[src/rtl/mem_stage_lsu.sv]
// rtl/mem_stage_lsu.sv - MEM-stage load/store unit on a req/ack data port; optional MEM_TIMEOUT_EN bus timeout
module mem_stage_lsu #(
    parameter int TIMEOUT_CYCLES = 64
) (
    input  logic        clk,
    input  logic        rst,
    input  logic [31:0] EX_alu_res,
    input  logic [31:0] EX_mem_din,
    input  logic        EX_vld,
    input  logic        EX_mem_rd,
    input  logic        EX_mem_wr,
    input  logic [1:0]  EX_mem_size,
    input  logic        EX_mem_unsigned,
    output logic [31:0] MEM_data,
    output logic        MEM_vld,
    output logic        MEM_busy,
    output logic        MEM_misaligned,
    output logic        MEM_bus_err,
    output logic        dmem_req,
    output logic        dmem_we,
    output logic [31:0] dmem_addr,
    output logic [3:0]  dmem_be,
    output logic [31:0] dmem_wdata,
    input  logic [31:0] dmem_rdata,
    input  logic        dmem_ack
);

    typedef enum logic {S_IDLE, S_WAIT} state_t;

    state_t      state, state_nxt;
    logic [1:0]  lat_off;
    logic [1:0]  lat_size;
    logic        lat_uns;
    logic        mem_op, illegal, start, timeout;
    logic [3:0]  be_nxt;
    logic [31:0] wdata_nxt;
    logic [31:0] shifted, load_ext;

    assign mem_op   = EX_mem_rd | EX_mem_wr;
    assign MEM_busy = (state == S_WAIT);

    // Anything that cannot be issued as a single aligned access is dropped here.
    always_comb begin
        illegal = EX_mem_rd & EX_mem_wr;
        case (EX_mem_size)
            2'b00:   illegal = illegal;
            2'b01:   illegal = illegal | EX_alu_res[0];
            2'b10:   illegal = illegal | (EX_alu_res[1:0] != 2'b00);
            default: illegal = 1'b1;
        endcase
    end

    assign start = (state == S_IDLE) && EX_vld && mem_op && !illegal;

    always_comb begin
        be_nxt    = 4'b1111;
        wdata_nxt = EX_mem_din;
        case (EX_mem_size)
            2'b00: begin
                be_nxt    = 4'b0001 << EX_alu_res[1:0];
                wdata_nxt = {4{EX_mem_din[7:0]}};
            end
            2'b01: begin
                be_nxt    = 4'b0011 << {EX_alu_res[1], 1'b0};
                wdata_nxt = {2{EX_mem_din[15:0]}};
            end
            default: begin
                be_nxt    = 4'b1111;
                wdata_nxt = EX_mem_din;
            end
        endcase
    end

    assign shifted = dmem_rdata >> {lat_off, 3'b000};

    always_comb begin
        case (lat_size)
            2'b00:   load_ext = {{24{~lat_uns & shifted[7]}}, shifted[7:0]};
            2'b01:   load_ext = {{16{~lat_uns & shifted[15]}}, shifted[15:0]};
            default: load_ext = shifted;
        endcase
    end

`ifdef MEM_TIMEOUT_EN
    localparam int TW = $clog2(TIMEOUT_CYCLES + 1);
    logic [TW-1:0] tmo_cnt;

    // An ack on the expiry cycle takes priority, so timeout requires !dmem_ack.
    assign timeout = (state == S_WAIT) && !dmem_ack && (tmo_cnt == TW'(TIMEOUT_CYCLES - 1));

    always_ff @(posedge clk or negedge rst) begin
        if (!rst)
            tmo_cnt <= '0;
        else if (state == S_IDLE)
            tmo_cnt <= '0;
        else if (!dmem_ack)
            tmo_cnt <= tmo_cnt + 1'b1;
    end
`else
    assign timeout = 1'b0;
`endif

    always_ff @(posedge clk or negedge rst) begin
        if (!rst)
            state <= S_IDLE;
        else
            state <= state_nxt;
    end

    always_comb begin
        state_nxt = state;
        case (state)
            S_IDLE: if (start) state_nxt = S_WAIT;
            S_WAIT: if (dmem_ack || timeout) state_nxt = S_IDLE;
            default: state_nxt = S_IDLE;
        endcase
    end

    always_ff @(posedge clk or negedge rst) begin
        if (!rst) begin
            MEM_data       <= '0;
            MEM_vld        <= 1'b0;
            MEM_misaligned <= 1'b0;
            MEM_bus_err    <= 1'b0;
            dmem_req       <= 1'b0;
            dmem_we        <= 1'b0;
            dmem_addr      <= '0;
            dmem_be        <= '0;
            dmem_wdata     <= '0;
            lat_off        <= '0;
            lat_size       <= '0;
            lat_uns        <= 1'b0;
        end else begin
            MEM_vld        <= 1'b0;
            MEM_misaligned <= 1'b0;
            MEM_bus_err    <= 1'b0;
            if (state == S_IDLE) begin
                if (EX_vld && !mem_op) begin
                    MEM_data <= EX_alu_res;
                    MEM_vld  <= 1'b1;
                end else if (EX_vld && illegal) begin
                    MEM_misaligned <= 1'b1;
                end else if (start) begin
                    dmem_req   <= 1'b1;
                    dmem_we    <= EX_mem_wr;
                    dmem_addr  <= {EX_alu_res[31:2], 2'b00};
                    dmem_be    <= be_nxt;
                    dmem_wdata <= wdata_nxt;
                    lat_off    <= EX_alu_res[1:0];
                    lat_size   <= EX_mem_size;
                    lat_uns    <= EX_mem_unsigned;
                end
            end else if (dmem_ack) begin
                dmem_req <= 1'b0;
                MEM_vld  <= 1'b1;
                MEM_data <= dmem_we ? {dmem_addr[31:2], lat_off} : load_ext;
            end else if (timeout) begin
                dmem_req    <= 1'b0;
                MEM_bus_err <= 1'b1;
            end
        end
    end

endmodule

[config.mk]
export PLATFORM = sky130hd
export DESIGN_NAME = mem_stage_lsu
export DESIGN_NICKNAME = d
export VERILOG_FILES = /design/src/rtl/mem_stage_lsu.sv
export SDC_FILE = /design/constraint.sdc
export NUM_CORES = 1
export LEC_CHECK = 0
export CORE_MARGIN = 2
export CORE_UTILIZATION = 43
export DETAILED_ROUTE_END_ITERATION = 10
export PLACE_DENSITY = 0.76
export SYNTH_ARGS = -nofsm -noshare
export SYNTH_HDL_FRONTEND = slang
export SYNTH_SLANG_ARGS = --single-unit
[constraint.sdc]
create_clock -name clk -period 2.47 [get_ports clk]
set_clock_uncertainty 0.2 [all_clocks]
set_input_delay 0.247 -clock clk [delete_from_list [all_inputs] [get_ports clk]]
set_output_delay 0.247 -clock clk [all_outputs]
set_load 0.02 [all_outputs]
# After elaboration in Yosys (flattened, before gate mapping)
# Index checks and enable logic that the tools add are counted.
# word_totals
in_bits,105
elab_cells,68
ff_bits,108
# classes
eq_ne,6
muxes,22
bitwise,10
shifts,3
n_reduce_logical,15
# ops
op,n
32-bit 2-to-1 mux,4
32-bit case mux with 2 select lines,2
32-bit by 5-bit >> shifter with 32-bit output,1
1-bit 2-to-1 mux,13
4-bit case mux with 2 select lines,1
4-bit AND reduction,2
"2-bit inequality test, second input constant",3
2-bit nonzero test,3
1-bit logical AND,5
"2-bit by 1-bit equality test with 1-bit output, second input constant",2
2-bit zero test,2
1-bit NOT,4
"1-bit by 2-bit << shifter with 4-bit output, first input constant",1
"2-bit by 2-bit << shifter with 4-bit output, first input constant",1
1-bit bitwise AND,3
1-bit bitwise OR,3
1-bit case mux with 3 select lines,1
"2-bit equality test, second input constant",1
1-bit zero test,2
1-bit case mux with 2 select lines,1
2-bit AND reduction,1

# Longest topological paths before layout
# Gate-level depths: netlist of the first run.
# logic_depth
ltp_word,9
depth_mapped,8
ltp_nobuf,6

# Least setup slack after synthesis of the first run
# Ideal clock, no wire load.
# synth_path
kind,input port to flip-flop
start,input EX_mem_size[1]
end,register dmem_wdata[17]
cell_stages,7
slack_ns,0.303
arrival_ns,1.842
cell_sequence,inv_1 ha_1 clkbuf_1 nor2_1 clkbuf_1 mux2_2 mux2_2
# synth_via
elab_chain_len,5
# synth_lines
element,line_no,source
"start, declared",12,"input logic [1:0] EX_mem_size,"
2-bit equality test (tied with other cells),45,case (EX_mem_size)
1-bit case mux with 3 select lines,45,
1-bit zero test / 1-bit logical AND (equally long branches),"53, 141",
1-bit logical AND / 1-bit NOT (equally long branches),--,
4-bit AND reduction (no line),--,
"end signal, assigned",148,dmem_wdata <= wdata_nxt;
"end, declared",23,"output logic [31:0] dmem_wdata,"
# Parallel ways exist; a longest one is shown, timed or not.
# A chain may end at the register's enable or synchronous reset.

# Final worst setup path of the first run
# layout_path
start,input EX_mem_size[0]
end,register dmem_wdata[18]
# Same word-level chain as after synthesis.

==> metrics.log, run 1 <==
INFO  metric outcome = finished clean
INFO  metric globalRoute.totalOverflow = 0
INFO  metric dieHeight = 118 um
INFO  metric detail_route.vias_per_cell = approximately 5.8
INFO  metric synth_flop_cell = sky130_fd_sc_hd__dfrtp_1
INFO  metric drc = 0
INFO  metric tns = 0 ps
INFO  metric num_io_pins = 211
INFO  metric timing.critical_path.arrival = 2340 ps
INFO  metric cp_data_required_time = 2500 ps
INFO  metric synth_seq_area_share = 48.5%
INFO  metric p_leak = roughly 3.5 nW
INFO  metric power_frac_clock = 17.7%
INFO  metric cts_post_setup_buffers_inserted = 0
INFO  metric final_layout_size_suffix_gt1_share = between 15 and 20%
INFO  metric cell_internal_pwr = 5.27 mW
INFO  metric vdd_ir_drop_max = roughly 0.53 mV
INFO  metric timing.critical_path.from_type = input pin
INFO  metric first_global_vias = 5,217
INFO  metric placement.io_buffers = ~210
INFO  metric netlist-cell-type-count = 41
INFO  metric synth.avg_cell_area = 11.4 um^2
INFO  metric tritoncts_clock_tree = done
INFO  metric syn_area = 5570 um^2
INFO  metric pwr-share-comb = 47.8%
INFO  metric synthArstFlopShare = 100%
INFO  metric power.sequential.fraction = roughly a third
INFO  metric gp_routability_congestion = 0.844
INFO  metric worst_setup_path_end_kind = flop
INFO  metric area_of_the_placeable_core = between 10,000 and 15,000 um^2
INFO  metric 1st_pass_router_iterations = 5
INFO  metric cts.root.buffer_cell = sky130_fd_sc_hd__clkbuf_16
INFO  metric grt_start_max_net_pins = 57
INFO  metric synth_edf_count = 0
INFO  metric worstSetupStartpoint = EX_mem_size[0]
INFO  metric totalWireLength = 17,900 um
INFO  metric max_cap_viol_count = 0
INFO  metric floorplan.die_area = 13,900 um^2
INFO  metric drt_first_iter_violations = approximately 420
INFO  metric reg2reg_setup_slack = around 400 ps
INFO  metric worst-setup-path-type = in -> reg
INFO  metric antenna_cells = 0
INFO  metric routedWlPerCell = 20.5 um
INFO  metric ctsHtreeMaxLevel = 3
INFO  metric post_route_fraction_of_the_period_consumed_by_the_critical_path = between 90% and 100%
INFO  metric grt_first_pass_wirelength = 28,300 um
INFO  metric antenna_found_initial = 0
INFO  metric dpl.hpwl = 13,300 um
INFO  metric slew_viol_final = 0
INFO  metric capture_point_of_the_critical_path = dmem_wdata[18]
INFO  metric fmax = between 0.4 and 0.5 GHz
INFO  metric r2r-end = MEM_data[22]
INFO  metric synth_seq_cells = about 110
INFO  metric total_vias_in_the_final_route = 5,028
INFO  metric grt_setup_unrepaired = no
INFO  metric finalPower = 8.33 mW
INFO  metric clk_pin_slew = about 70 ps
INFO  metric ctsLongestPathBuffers = 2
INFO  metric cts_sinks = between 100 and 150
INFO  metric dieWidth = 118 um
INFO  metric syn_inst = 487
INFO  metric yosys_warnings = 0
INFO  metric period_needed = 2310 ps
INFO  metric route.antenna.remaining_nets = 0
INFO  metric final_number_of_hold_violating_endpoints = 0
INFO  metric sw_frac_of_total = 36.7%
INFO  metric syn_to_final_growth = 48.6%
INFO  metric initial_core_util = 44.2%
INFO  metric globalRouteTotalUtil = roughly a quarter
INFO  metric beginning_of_the_worst_register_to_register_path = lat_off[1]
INFO  metric numCtsBuffers = 9
INFO  metric power_per_cell_area = between 1000 and 1500 nW/um^2
INFO  metric timing_worst_slew_pin_value = 872 ps
INFO  metric min-delay-path-class = in -> async
INFO  metric final-setup-viol-count = 0
INFO  metric clk-insertion-delay-late = 340 ps
INFO  metric num-nets-final = between 800 and 900
INFO  metric slew_headroom = 41.8%
INFO  metric power_switching = 3.06 mW
INFO  metric rows = 41
INFO  metric crit_fanout = 36
INFO  metric r2r_cells = 5
==> stage by stage <==
step                util, %  hold WS [ps]  instance area, um^2  worst slack, ps  instances
detailed placement     63.1         -48.7                 7960             -250        856
finish                 65.6           134                 8280              164        873
global placement       63.1         -50.9                 7960             -182        856
CTS                    65.6           128                 8280              113        873
global route           65.6           159                 8280             7.57        873
floorplan                 -          -249                 5580              303        489
==> logic make-up after synthesis <==
group	share of synthesized area (%)
adders and majority gates	0.898
DFF	48.5
and+or+nand+nor	6.96
buffers and inverters	3.84
muxes	23.4
AOI/OAI and AO/OA	16.3
other	0.0673
==> cell usage after synthesis, drive strengths merged (5+ instances only) <==
library cell	instances	area, um^2
a211oi	7	57.6
o21ai	8	40.0
o221ai	18	158
mux2i	29	290
inv	7	26.3
nor2	22	82.6
o211ai	5	37.5
clkbuf	24	90.1
o22ai	7	43.8
mux2	82	923
dfrtp	108	2700
nor3	7	35.0
a22oi	37	278
a21oi	16	83.8
a22o	8	70.1
o2bb2ai	5	43.8
nand2	44	165
buf	17	97.6
==> what timing repair did <==
item                                    in CTS  in global routing
hold endpoints to repair                    75                  0
hold buffers                                 1                  0
gates resized for setup                      0                  1
endpoints found under the setup margin       0                 36
==> area by class of cell <==
cell class | count | area (um^2)
Inverter | 7 | 26.3
Fill cell | 1013 | 4340
Timing Repair Buffer | 237 | 2360
Clock buffer | 12 | 256
Tap cell | 172 | 215
Sequential cell | 108 | 2700
Multi-Input combinational cell | 333 | 2670
Clock inverter | 4 | 47.5
==> critical path, cell delays in order <==
cell	delay, ps
sky130_fd_sc_hd__clkdlybuf4s50_1	480
sky130_fd_sc_hd__inv_1	60
sky130_fd_sc_hd__ha_1	310
sky130_fd_sc_hd__o211a_1	220
sky130_fd_sc_hd__a211oi_2	240
sky130_fd_sc_hd__nand3b_1	200
sky130_fd_sc_hd__buf_6	260
sky130_fd_sc_hd__mux2_2	310
==> state kept, by name (all words and copies together), names as in the netlist <==
register / count
MEM_vld: 1
lat_uns: 1
dmem_we: 1
MEM_data: 32
dmem_addr: 30
dmem_wdata: 32
lat_size: 2
lat_off: 2
dmem_be: 4
MEM_busy: 1
dmem_req: 1
MEM_misaligned: 1
==> metal layers <==
layer | vias to the layer above | track usage [%] | share of wire [%]
met5 | - | 0 | 0
met4 | 0 | 8.13 | 1.8
met3 | 22 | 8.48 | 9.0
met2 | 256 | 43.1 | 49
met1 | 2516 | 32.0 | 40
li1 | 2234 | - | -
==> power groups by stage <==
stage	sequential, mW	combinational, mW	clock [mW]
after floorplan	3.54	1.34	0
after global placement	2.87	3.91	0
after detailed placement	2.90	3.99	0
after CTS	2.87	4.01	1.50
after global routing	2.95	4.23	1.58
final	2.87	3.99	1.47
==> worst min path at each step <==
stage          slack, ps           end  depth (start not counted)
6_report             130  MEM_data[13]                          2
5_1_grt              160  MEM_data[13]                          2
4_1_cts              130  MEM_data[13]                          2
3_5_place_dp         -50  MEM_data[13]                          1
3_3_place_gp         -50  MEM_data[13]                          1
2_1_floorplan       -250      MEM_busy                          0
==> cells in the final DEF (no fill, tap or decap), drive strengths merged, types with 3 or more instances in the layout <==
cell	count
o21ai	8
mux4	4
mux2i	29
nand2	44
conb	3
ha	4
buf	30
nand3	4
inv	7
clkbuf	12
a21oi	16
a22o	8
mux2	82
o22ai	7
a22oi	37
nor3	7
clkdlybuf4s50	206
a211oi	7
nor2b	4
o221ai	18
o2bb2ai	5
nor2	22
dfrtp	108
o211ai	5
No activity file was read; power rests on OpenSTA's default activity.
==> run 2, diff against run 1 <==
--- a/config.mk
+++ b/config.mk
@@ -6,9 +6,9 @@
 export NUM_CORES = 1
 export LEC_CHECK = 0
 export CORE_MARGIN = 2
-export CORE_UTILIZATION = 43
+export CORE_UTILIZATION = 40
 export DETAILED_ROUTE_END_ITERATION = 10
-export PLACE_DENSITY = 0.76
+export PLACE_DENSITY = 0.75
 export SYNTH_ARGS = -nofsm -noshare
 export SYNTH_HDL_FRONTEND = slang
 export SYNTH_SLANG_ARGS = --single-unit
==> constraint.sdc (replaced) <==
create_clock -name clk -period 2 [get_ports clk]
set_clock_uncertainty 0.2 [all_clocks]
set_input_delay 0.2 -clock clk [delete_from_list [all_inputs] [get_ports clk]]
set_output_delay 0.2 -clock clk [all_outputs]
set_load 0.02 [all_outputs]
==> run 2 against run 1 <==
The flow now finishes with violations (negative setup slack). Cell count grew 4.8%. Global-route usage shrank 0.20 points. Total power grew 26%. Register-to-register slack lost 450 ps. Largest cell class is now non-clock buffers. Die area grew 7.2%. Clock power grew 19%. Utilization shrank 2.1 points. Sequential share of layout area shrank 1.6 points. Non-clock buffer count grew 35. Cell area grew 5.2%.
==> metrics.log, run 2 (synthesis gave the netlist of run 1 again) <==
INFO  metric final-setup-viol-count = 16
INFO  metric critical-path-top-delay-family = multiplexers
INFO  metric hold_slack = 25.7 ps
INFO  metric holdCritStartpoint = EX_mem_size[1]
INFO  metric r2r_cells = 5
INFO  metric vdd_ir_drop_max = 0.605 mV
INFO  metric ctsLongestPathBuffers = 2
INFO  metric ctsHtreeMaxLevel = 3
INFO  metric final_layout_size_suffix_gt1_share = 24.6%
INFO  metric worst_setup_path_end_kind = flop
INFO  metric most_used_cells_in_the_layout_excluding_fill_and_tap_cells = sky130_fd_sc_hd__clkdlybuf4s50_1, sky130_fd_sc_hd__dfrtp_1, sky130_fd_sc_hd__mux2_2, sky130_fd_sc_hd__buf_4, sky130_fd_sc_hd__nand2_1
INFO  metric globalRouteTotalUtil = 25.7%
INFO  metric clk_pin_slew = 70 ps
INFO  metric globalRoute.totalOverflow = 0
INFO  metric slew_headroom = 60.8%
INFO  metric power_frac_clock = 16.6%
INFO  metric route.antenna.remaining_nets = 0
INFO  metric total_vias_in_the_final_route = 5,186
INFO  metric final_core_utilization = roughly 63%
INFO  metric cell_internal_pwr = around 6.6 mW
INFO  metric timing_worst_slew_pin_value = 588 ps
INFO  metric critPathMaxStageDelay = 520 ps
INFO  metric critPathSlowestCell = sky130_fd_sc_hd__mux4_2
INFO  metric placement.io_buffers = just over 200
INFO  metric timing.critical_path.arrival = around 2100 ps
INFO  metric min-delay-path-class = in -> reg
INFO  metric totalWireLength = slightly below 20,000 um
INFO  metric cts_sinks = between 100 and 150
INFO  metric dpl.hpwl = 13,600 um
INFO  metric postLayoutSetupSlackWorst = -54.5 ps
INFO  metric final_number_of_hold_violating_endpoints = 0
INFO  metric beginning_of_the_worst_register_to_register_path = lat_off[1]
INFO  metric area_of_the_placeable_core = ~14,000 um^2
INFO  metric top_regs = MEM_data: 32 flops, dmem_wdata: 32 flops, dmem_addr: 30 flops
INFO  metric initial_core_util = between 40% and 50%
INFO  metric gp_routability_congestion = 0.860
INFO  metric whs_path_depth = 3
INFO  metric routedWlPerCell = 21.3 um
INFO  metric placedCellCount = between 800 and 900
INFO  metric max_cap_viol_count = 0
INFO  metric crit_buf_inv = 1
INFO  metric floorplan.die_area = 14,900 um^2
INFO  metric num-nets-final = 840
INFO  metric detail_route.vias_per_cell = roughly 5.7
INFO  metric drc = 0
INFO  metric dpl_cell_area = 8160 um^2
INFO  metric critical_path_depth = 5
INFO  metric cp_data_required_time = 2020 ps
INFO  metric crit_fanout = 16
INFO  metric first_global_vias = 5,293
INFO  metric power_per_cell_area = 1210 nW/um^2
INFO  metric grt_setup_unrepaired = yes
INFO  metric pwr-share-comb = 49.7%
INFO  metric num_io_pins = 211
INFO  metric instances_no_fill = 915
INFO  metric fmax = between 0.4 and 0.5 GHz
INFO  metric outcome = finished with violations
INFO  metric tritoncts_clock_tree = done
INFO  metric worstSetupStartpoint = lat_off[1]
INFO  metric pre_cts_slack = -645 ps
INFO  metric clk-insertion-delay-late = between 300 and 400 ps
INFO  metric dieHeight = 122 um
INFO  metric p_leak = 3.71 nW
INFO  metric power_switching = 3.88 mW
INFO  metric crit_path_cell_trace = mux4_2, or2_4, a311oi_4, buf_12, a22oi_1
INFO  metric slew_viol_final = 0
INFO  metric rows = between 40 and 50
INFO  metric syn_to_final_growth = 56.3%
INFO  metric grt_start_max_net_pins = 109
INFO  metric post_route_fraction_of_the_period_consumed_by_the_critical_path = 103%
INFO  metric mostFrequentLayoutCell = sky130_fd_sc_hd__clkdlybuf4s50_1
INFO  metric numCtsBuffers = 9
INFO  metric 1st_pass_router_iterations = 5
INFO  metric worst-setup-path-type = reg -> reg
INFO  metric fillers = 1,103
INFO  metric timing.critical_path.from_type = flop
INFO  metric antenna_found_initial = 0
INFO  metric failing_checks = negative setup slack
INFO  metric dieWidth = 122 um
INFO  metric fin_area = 8710 um^2
INFO  metric period_needed = 2050 ps
INFO  metric grt_first_pass_wirelength = 29,100 um
INFO  metric power.sequential.fraction = 33.6%
INFO  metric antenna_cells = 0
INFO  metric cts.root.buffer_cell = sky130_fd_sc_hd__clkbuf_16
INFO  metric sw_frac_of_total = between 30% and 40%
INFO  metric drt_first_iter_violations = 370
==> run 2: cell types whose count changed in the layout (fill, tap and decap cells not counted), sizes merged <==
| cell | change |
|---|---|
| clkdlybuf4s50 | -3 |
| dlygate4sd2 | +1 |
| buf | +33 |
| bufinv | -1 |
| clkinv | -1 |
| clkbuf | +6 |
| clkinvlp | -1 |
==> run 2: power groups by stage <==
stage               clock (mW)  sequential, mW  combinational (mW)
finish                    1.75            3.53                5.23
global route              1.86            3.62                5.54
CTS                       1.78            3.53                5.17
detailed placement           0            3.56                5.05
global placement             0            3.52                4.95
floorplan                    0            4.38                1.66
==> run 2: worst paths after layout <==
| check | to | slack [ps] |
|---|---|---|
| max in group asynchronous | dmem_wdata[28] | 890 |
| min reg2reg | dmem_req | 280 |
| max | MEM_data[27] | -50 |
| min in group asynchronous | MEM_data[11] | 260 |
| min | lat_size[1] | 30 |
| max reg2reg | MEM_data[27] | -50 |
==> run 2: worst reg2reg max path, delay by kind of cell, from the launching register on <==
| family | cells | cell delay, ps |
|---|---|---|
| mux | 1 | 520 |
| flops | 1 | 400 |
| buf+inv | 1 | 200 |
| compound gates | 2 | 350 |
| simple gates | 1 | 250 |
==> run 2: metal layers <==
| layer | share of wire, % | wire (um) | track usage (%) |
|---|---|---|---|
| met2 | 48 | 9460 | 42.1 |
| met5 | 0 | 0 | 0 |
| met4 | 3.0 | 588 | 11.3 |
| met1 | 40 | 7840 | 32.7 |
| met3 | 8.4 | 1640 | 5.57 |
==> run 2: per-stage QoR <==
stage          power, mW  setup TNS, ps
3_3_place_gp        8.47         -43800
5_1_grt             11.0          -1450
6_report            10.5           -672
3_5_place_dp        8.61         -50990
2_1_floorplan       6.04           -336
4_1_cts             10.5           -450
==> run 2: cell type report <==
type                    instances  area (um^2)  share of cell area (%)
repair buffers                272         2760                    31.6
multi-input cells             333         2710                    31.1
flip-flops and latches        108         2700                    31.0
clock buffers                  14          284                    3.26
well taps                     180          225                    2.59
inverters                       7         26.3                   0.302
clock inverters                 1         5.00                  0.0575
==> run 2: repair_timing <==
| action | in CTS | in global routing |
|---|---|---|
| endpoints found under the setup margin | 97 | 96 |
| gates resized for setup | 15 | 11 |
| hold buffers | 1 | 0 |
| pin swaps | 2 | 2 |
| cloned | 3 | 2 |
| setup buffers | 8 | 1 |
| endpoints found under the hold margin | 108 | 0 |
